--- config.mk ---
export PLATFORM = sky130hd
export DESIGN_NAME = tx_serial_7e1
export DESIGN_NICKNAME = d
export VERILOG_FILES = /design/src/rtl/tx_serial_7e1.sv
export SDC_FILE = /design/constraint.sdc
export NUM_CORES = 1
export LEC_CHECK = 0
export BUFFER_PORTS_ARGS = -buffer_cell sky130_fd_sc_hd__buf_2
export CORE_UTILIZATION = 55
export DETAILED_ROUTE_END_ITERATION = 6
export PLACE_DENSITY = 0.84
export SKIP_LAST_GASP = 1
export SYNTH_ARGS = -nofsm -noshare
export SYNTH_HDL_FRONTEND = slang
export SYNTH_SLANG_ARGS = --single-unit
--- constraint.sdc ---
create_clock -name clock -period 2 [get_ports clock]
set_clock_uncertainty 0.15 [all_clocks]
set_input_delay 0.3 -clock clock [delete_from_list [all_inputs] [get_ports clock]]
set_output_delay 0.3 -clock clock [all_outputs]
set_load 0.02 [all_outputs]
--- src/rtl/tx_serial_7e1.sv ---
// ---------------------------------------------------------------------------
// tx_serial_7e1 -- asynchronous serial transmitter, 7 data bits, even parity,
// 1 stop bit.
//
// A start request in IDLE captures the character and sends a 10-bit frame,
// LSB first:
//   start(0), d[0]..d[6], parity, stop(1)
// Each bit is held for M clocks. One DONE cycle follows the frame, then the
// block returns to IDLE.
//
// Parameters
//   M            clock cycles per bit (2..8191, default 434 = 50 MHz/115200)
//
// Ports
//   clock        system clock; all state changes on its rising edge
//   reset        synchronous, active-low
//   partida      start request; sampled only in IDLE
//   dados_ascii  7-bit character, captured when a start request is accepted
//   saida_serial serial line, driven from a flop, idles high
//   ocupado      high for the 10*M cycles of a frame
//   pronto       one-clock pulse after the stop bit completes
//   db_estado    debug state code (0 IDLE, 1 TRANSMIT, 2 DONE, F illegal)
// ---------------------------------------------------------------------------
module tx_serial_7e1 #(
  parameter int M = 434
) (
  input  logic       clock,
  input  logic       reset,
  input  logic       partida,
  input  logic [6:0] dados_ascii,
  output logic       saida_serial,
  output logic       ocupado,
  output logic       pronto,
  output logic [3:0] db_estado
);

  localparam int          TW       = (M > 1) ? $clog2(M) : 1;
  localparam logic [TW-1:0] TICK_MAX = TW'(M - 1);
  localparam logic [3:0]  LAST_BIT = 4'd9;

  typedef enum logic [1:0] {
    IDLE     = 2'b00,
    TRANSMIT = 2'b01,
    DONE     = 2'b10
  } state_t;

  state_t          r_state;
  state_t          w_state_nxt;

  logic [TW-1:0]   r_tick;
  logic [3:0]      r_bit;
  logic [9:0]      r_shift;
  logic            r_saida;

  logic            w_load;
  logic            w_tick_end;
  logic            w_last_bit;
  logic [9:0]      w_frame;

  // Frame is assembled so bit 0 is the first to go out on the line.
  assign w_frame    = {1'b1, ^dados_ascii, dados_ascii, 1'b0};
  assign w_tick_end = (r_tick == TICK_MAX);
  assign w_last_bit = (r_bit == LAST_BIT);

  // -------------------------------------------------------------------------
  // State register
  // -------------------------------------------------------------------------
  always_ff @(posedge clock) begin
    if (!reset) r_state <= IDLE;
    else        r_state <= w_state_nxt;
  end

  // -------------------------------------------------------------------------
  // Next state and status outputs. Outputs decode the state flop only, so
  // none of them has a combinational path from an input.
  // -------------------------------------------------------------------------
  always_comb begin
    w_state_nxt = r_state;
    w_load      = 1'b0;
    ocupado     = 1'b0;
    pronto      = 1'b0;
    db_estado   = 4'h0;
    case (r_state)
      IDLE: begin
        db_estado = 4'h0;
        if (partida) begin
          w_load      = 1'b1;
          w_state_nxt = TRANSMIT;
        end
      end
      TRANSMIT: begin
        db_estado = 4'h1;
        ocupado   = 1'b1;
        if (w_tick_end && w_last_bit) w_state_nxt = DONE;
      end
      DONE: begin
        db_estado   = 4'h2;
        pronto      = 1'b1;
        w_state_nxt = IDLE;
      end
      default: begin
        // Unreachable encoding: flag it on the debug port and recover.
        db_estado   = 4'hF;
        w_state_nxt = IDLE;
      end
    endcase
  end

  // -------------------------------------------------------------------------
  // Datapath: tick/bit counters, shift register and registered line.
  // -------------------------------------------------------------------------
  always_ff @(posedge clock) begin
    if (!reset) begin
      r_tick  <= '0;
      r_bit   <= '0;
      r_shift <= '0;
      r_saida <= 1'b1;
    end else if (w_load) begin
      // Start bit appears on the line the cycle after the request.
      r_tick  <= '0;
      r_bit   <= '0;
      r_shift <= w_frame;
      r_saida <= w_frame[0];
    end else if (r_state == TRANSMIT) begin
      if (w_tick_end) begin
        r_tick <= '0;
        if (w_last_bit) begin
          r_bit   <= '0;
          r_saida <= 1'b1;
        end else begin
          r_bit   <= r_bit + 4'd1;
          r_shift <= {1'b1, r_shift[9:1]};
          r_saida <= r_shift[1];
        end
      end else begin
        r_tick <= r_tick + TW'(1);
      end
    end else begin
      r_saida <= 1'b1;
    end
  end

  assign saida_serial = r_saida;

endmodule

==> impl_metrics.csv <==
group,metric,value,unit
global_routing,grt_max_degree,19,
clock_tree,clk_pin_slew_worst_paths,0.14,ns
yosys,synth_cell_types,44,
floorplan,top_level_ports,17,
global_routing,grt_overflow_total,0,
floorplan,start_util,58.7,%
cells_and_area,n_fill_cell,187,
yosys,synth_cells,139,
cells_and_area,final_common_cell,"dfxtp_1",
cells_and_area,layout_common_cells,"dfxtp_1, buf_2, a21oi_1, mux2i_1, nand2_1",
clock_tree,cts_max_path_buffers,2,
timing,hold_viol,0,
placed_design,gp_congestion,0.789,
yosys,ys_seq_area_share,38.2,%
cells_and_area,drive_gt1_share,24.2,%
critical_path,crit_type,"reg2reg",
drt,firstDrtPassIters,4,
floorplan,die_h,50.8,um
drt,num_vias,1029,
placed_design,port_buffers,16,
yosys,yosys_warnings,0,
critical_path,crit_arrival,1.90,ns
min_path,whs_endpoint,"r_shift[1]",
clock_tree,root_buffer,"clkbuf_4",
drt,via_per_inst,5.69,
floorplan,fp-row-count,17,
timing,slew_violations,0,
drt,routedWlPerCell,14.2,um
min_path,hold_class,"in2reg",
critical_path,crit_path_end_kind,"flip-flop",
yosys,synth_area_leaders,"dfxtp_1, mux2i_1, xnor2_1, a21oi_1, xnor3_1",
timing,layout_min_cycle_time,1.79,ns
pwr,p_per_area,624,nW/um^2
critical_path,worstRegToRegCells,6,
drt,drc,0,
flow_run,cap_violations,0,
clock_tree,clock-sinks,25,
cells_and_area,finalNetCount,166,
clock_tree,cts_tree,"yes",
run_status,outcome,"complete, no violations",
placed_design,dp_hpwl,1960,um
timing,worstMarginPinSlew,0.339,ns
clock_tree,worstSkewPairLatency,0.31,ns
timing,setup_viol,0,
min_path,min_path_cells,3,
timing,max_freq,0.559,GHz
min_path,worstHoldStart,"dados_ascii[0]",
timing,whs,0.140,ns
yosys,yosys_most_used_dff,"dfxtp_1",
critical_path,cp_max_fo,6,
floorplan,coreArea,2230,um^2
clock_tree,cts-resized-gates,0,
global_routing,grt_pass1_vias,985,
timing,relSlewSlack,77.4,%
yosys,synth_top_area_share,38.2,%
critical_path,r2r_start,"r_tick[1]",
global_routing,grt_pass1_wl,4290,um
yosys,ys_seq_elements,25,
drt,drt_iter0_drc,19,
floorplan,die_x,50.8,um
cells_and_area,post-route-util,63.5,%
critical_path,crit_path_start_kind,"flip-flop",
drt,wl,2570,um
timing,min_period_over_period,89.5,%
timing,setup_tns,0,ns
clock_tree,cts_hold_buf,0,
floorplan,die-area,2580,um^2
cells_and_area,antenna_cells,0,
yosys,syn_area,1310,um^2
critical_path,r2r_slack,0.21,ns
clock_tree,htreeDepth,1,
pwr,p_leak,0.608,nW
yosys,avgSynthCellArea,9.43,um^2
yosys,synth_edf_count,0,
clock_tree,post-cts-setup-buffer-count,0,
global_routing,track_usage,22.2,%
pwr,vdd_drop_max,560,uV
yosys,synth_top_area_cell,"dfxtp_1",
yosys,synthArstFlopShare,0,%
yosys,syn-num-nets,151,
global_routing,antenna_found_initial,0,
timing,rsz0062_at_grt,"false",
drt,drtAntennaViolNets,0,
critical_path,timing.rr.end,"r_tick[8]",
clock_tree,cts_buffers,3,
cells_and_area,areaGrowthSynthToFinish,8.11,%
critical_path,cp.required,2.11,ns
## sequential cells by signal (all words and copies together), names as in the netlist
register / count
r_bit: 4
r_state: 2
r_shift: 9
r_tick: 9
saida_serial: 1
## per-stage QoR
stage / worst slack [ns] / instance area, um^2 / total power [W] / instances
after floorplan: 0.396 / 1310 / 0.000639 / 139
after global placement: 0.344 / 1390 / 0.000663 / 177
after detailed placement: 0.222 / 1390 / 0.000670 / 177
after CTS: 0.204 / 1420 / 0.000885 / 181
after global routing: 0.125 / 1420 / 0.000920 / 181
final: 0.211 / 1420 / 0.000884 / 181
## critical path, cell delays in order, from the launching register on
cell	delay (ns)
dfxtp_1	0.42
inv_1	0.07
ha_1	0.19
and4b_4	0.23
and3_4	0.20
or2_1	0.34
nor2_2	0.16
## layout make-up
| cell class | count | area [um^2] | area share (%) |
|---|---|---|---|
| Clock inverter | 1 | 7.51 | 0.530 |
| Tap cell | 28 | 35.0 | 2.47 |
| Inverter | 3 | 13.8 | 0.971 |
| Sequential cell | 25 | 500 | 35.3 |
| Multi-Input combinational cell | 103 | 743 | 52.4 |
| Clock buffer | 3 | 22.5 | 1.59 |
| Timing Repair Buffer | 18 | 95.1 | 6.71 |
## Yosys cell counts, types with 2 or more instances
| library cell | instances |
|---|---|
| nor3_1 | 3 |
| nor2_2 | 5 |
| o21ai_0 | 8 |
| nand3b_1 | 2 |
| mux2i_1 | 11 |
| xnor3_1 | 2 |
| clkbuf_1 | 3 |
| dfxtp_1 | 25 |
| nand4_1 | 3 |
| nand3_1 | 3 |
| a31oi_1 | 3 |
| a21oi_1 | 12 |
| xnor2_1 | 7 |
| and3_1 | 2 |
| xor2_1 | 2 |
| or2_1 | 2 |
| ha_1 | 2 |
| inv_1 | 2 |
| nand2_1 | 9 |
| buf_4 | 2 |
| buf_6 | 2 |
| nor2_1 | 6 |
| nor2b_1 | 2 |
## where the power goes
group	switching, W	internal [W]	total (W)
logic	0.0000697	0.0000564	0.000126
clock network	0.000147	0.0000762	0.000224
registers	0.0000150	0.000520	0.000535
## layer usage
metal / wire length, um / vias to the layer above / GRT usage [%]
met2: 1280 / 35 / 38.9
met3: 123 / 2 / 3.57
li1: - / 517 / -
met4: 18 / 0 / 8.80
met5: 0 / - / 0
met1: 1140 / 475 / 27.1
## how the worst max path moves through the flow
stage / slack [ns] / end / depth (start not counted) / startpoint
floorplan: 0.40 / r_tick[2] / 7 / r_tick[1]
global placement: 0.34 / r_tick[4] / 6 / r_tick[1]
CTS: 0.20 / r_tick[8] / 6 / r_tick[1]
detailed placement: 0.22 / r_tick[8] / 5 / r_tick[0]
finish: 0.21 / r_tick[8] / 6 / r_tick[1]
global route: 0.12 / r_shift[7] / 7 / r_tick[1]
## cell families (layout without fill, tap and decap cells)
family | Yosys count | in the layout | synth area share (%)
adders and majority gates | 2 | 2 | 1.91
buffers and inverters | 11 | 25 | 5.15
and+or+nand+nor | 51 | 51 | 25.1
xor gates and xnor gates | 11 | 11 | 9.45
DFF | 25 | 25 | 38.2
AOI/OAI and AO/OA | 28 | 28 | 11.8
muxes | 11 | 11 | 8.40
Note: power is estimated with default switching activity, not from simulation.
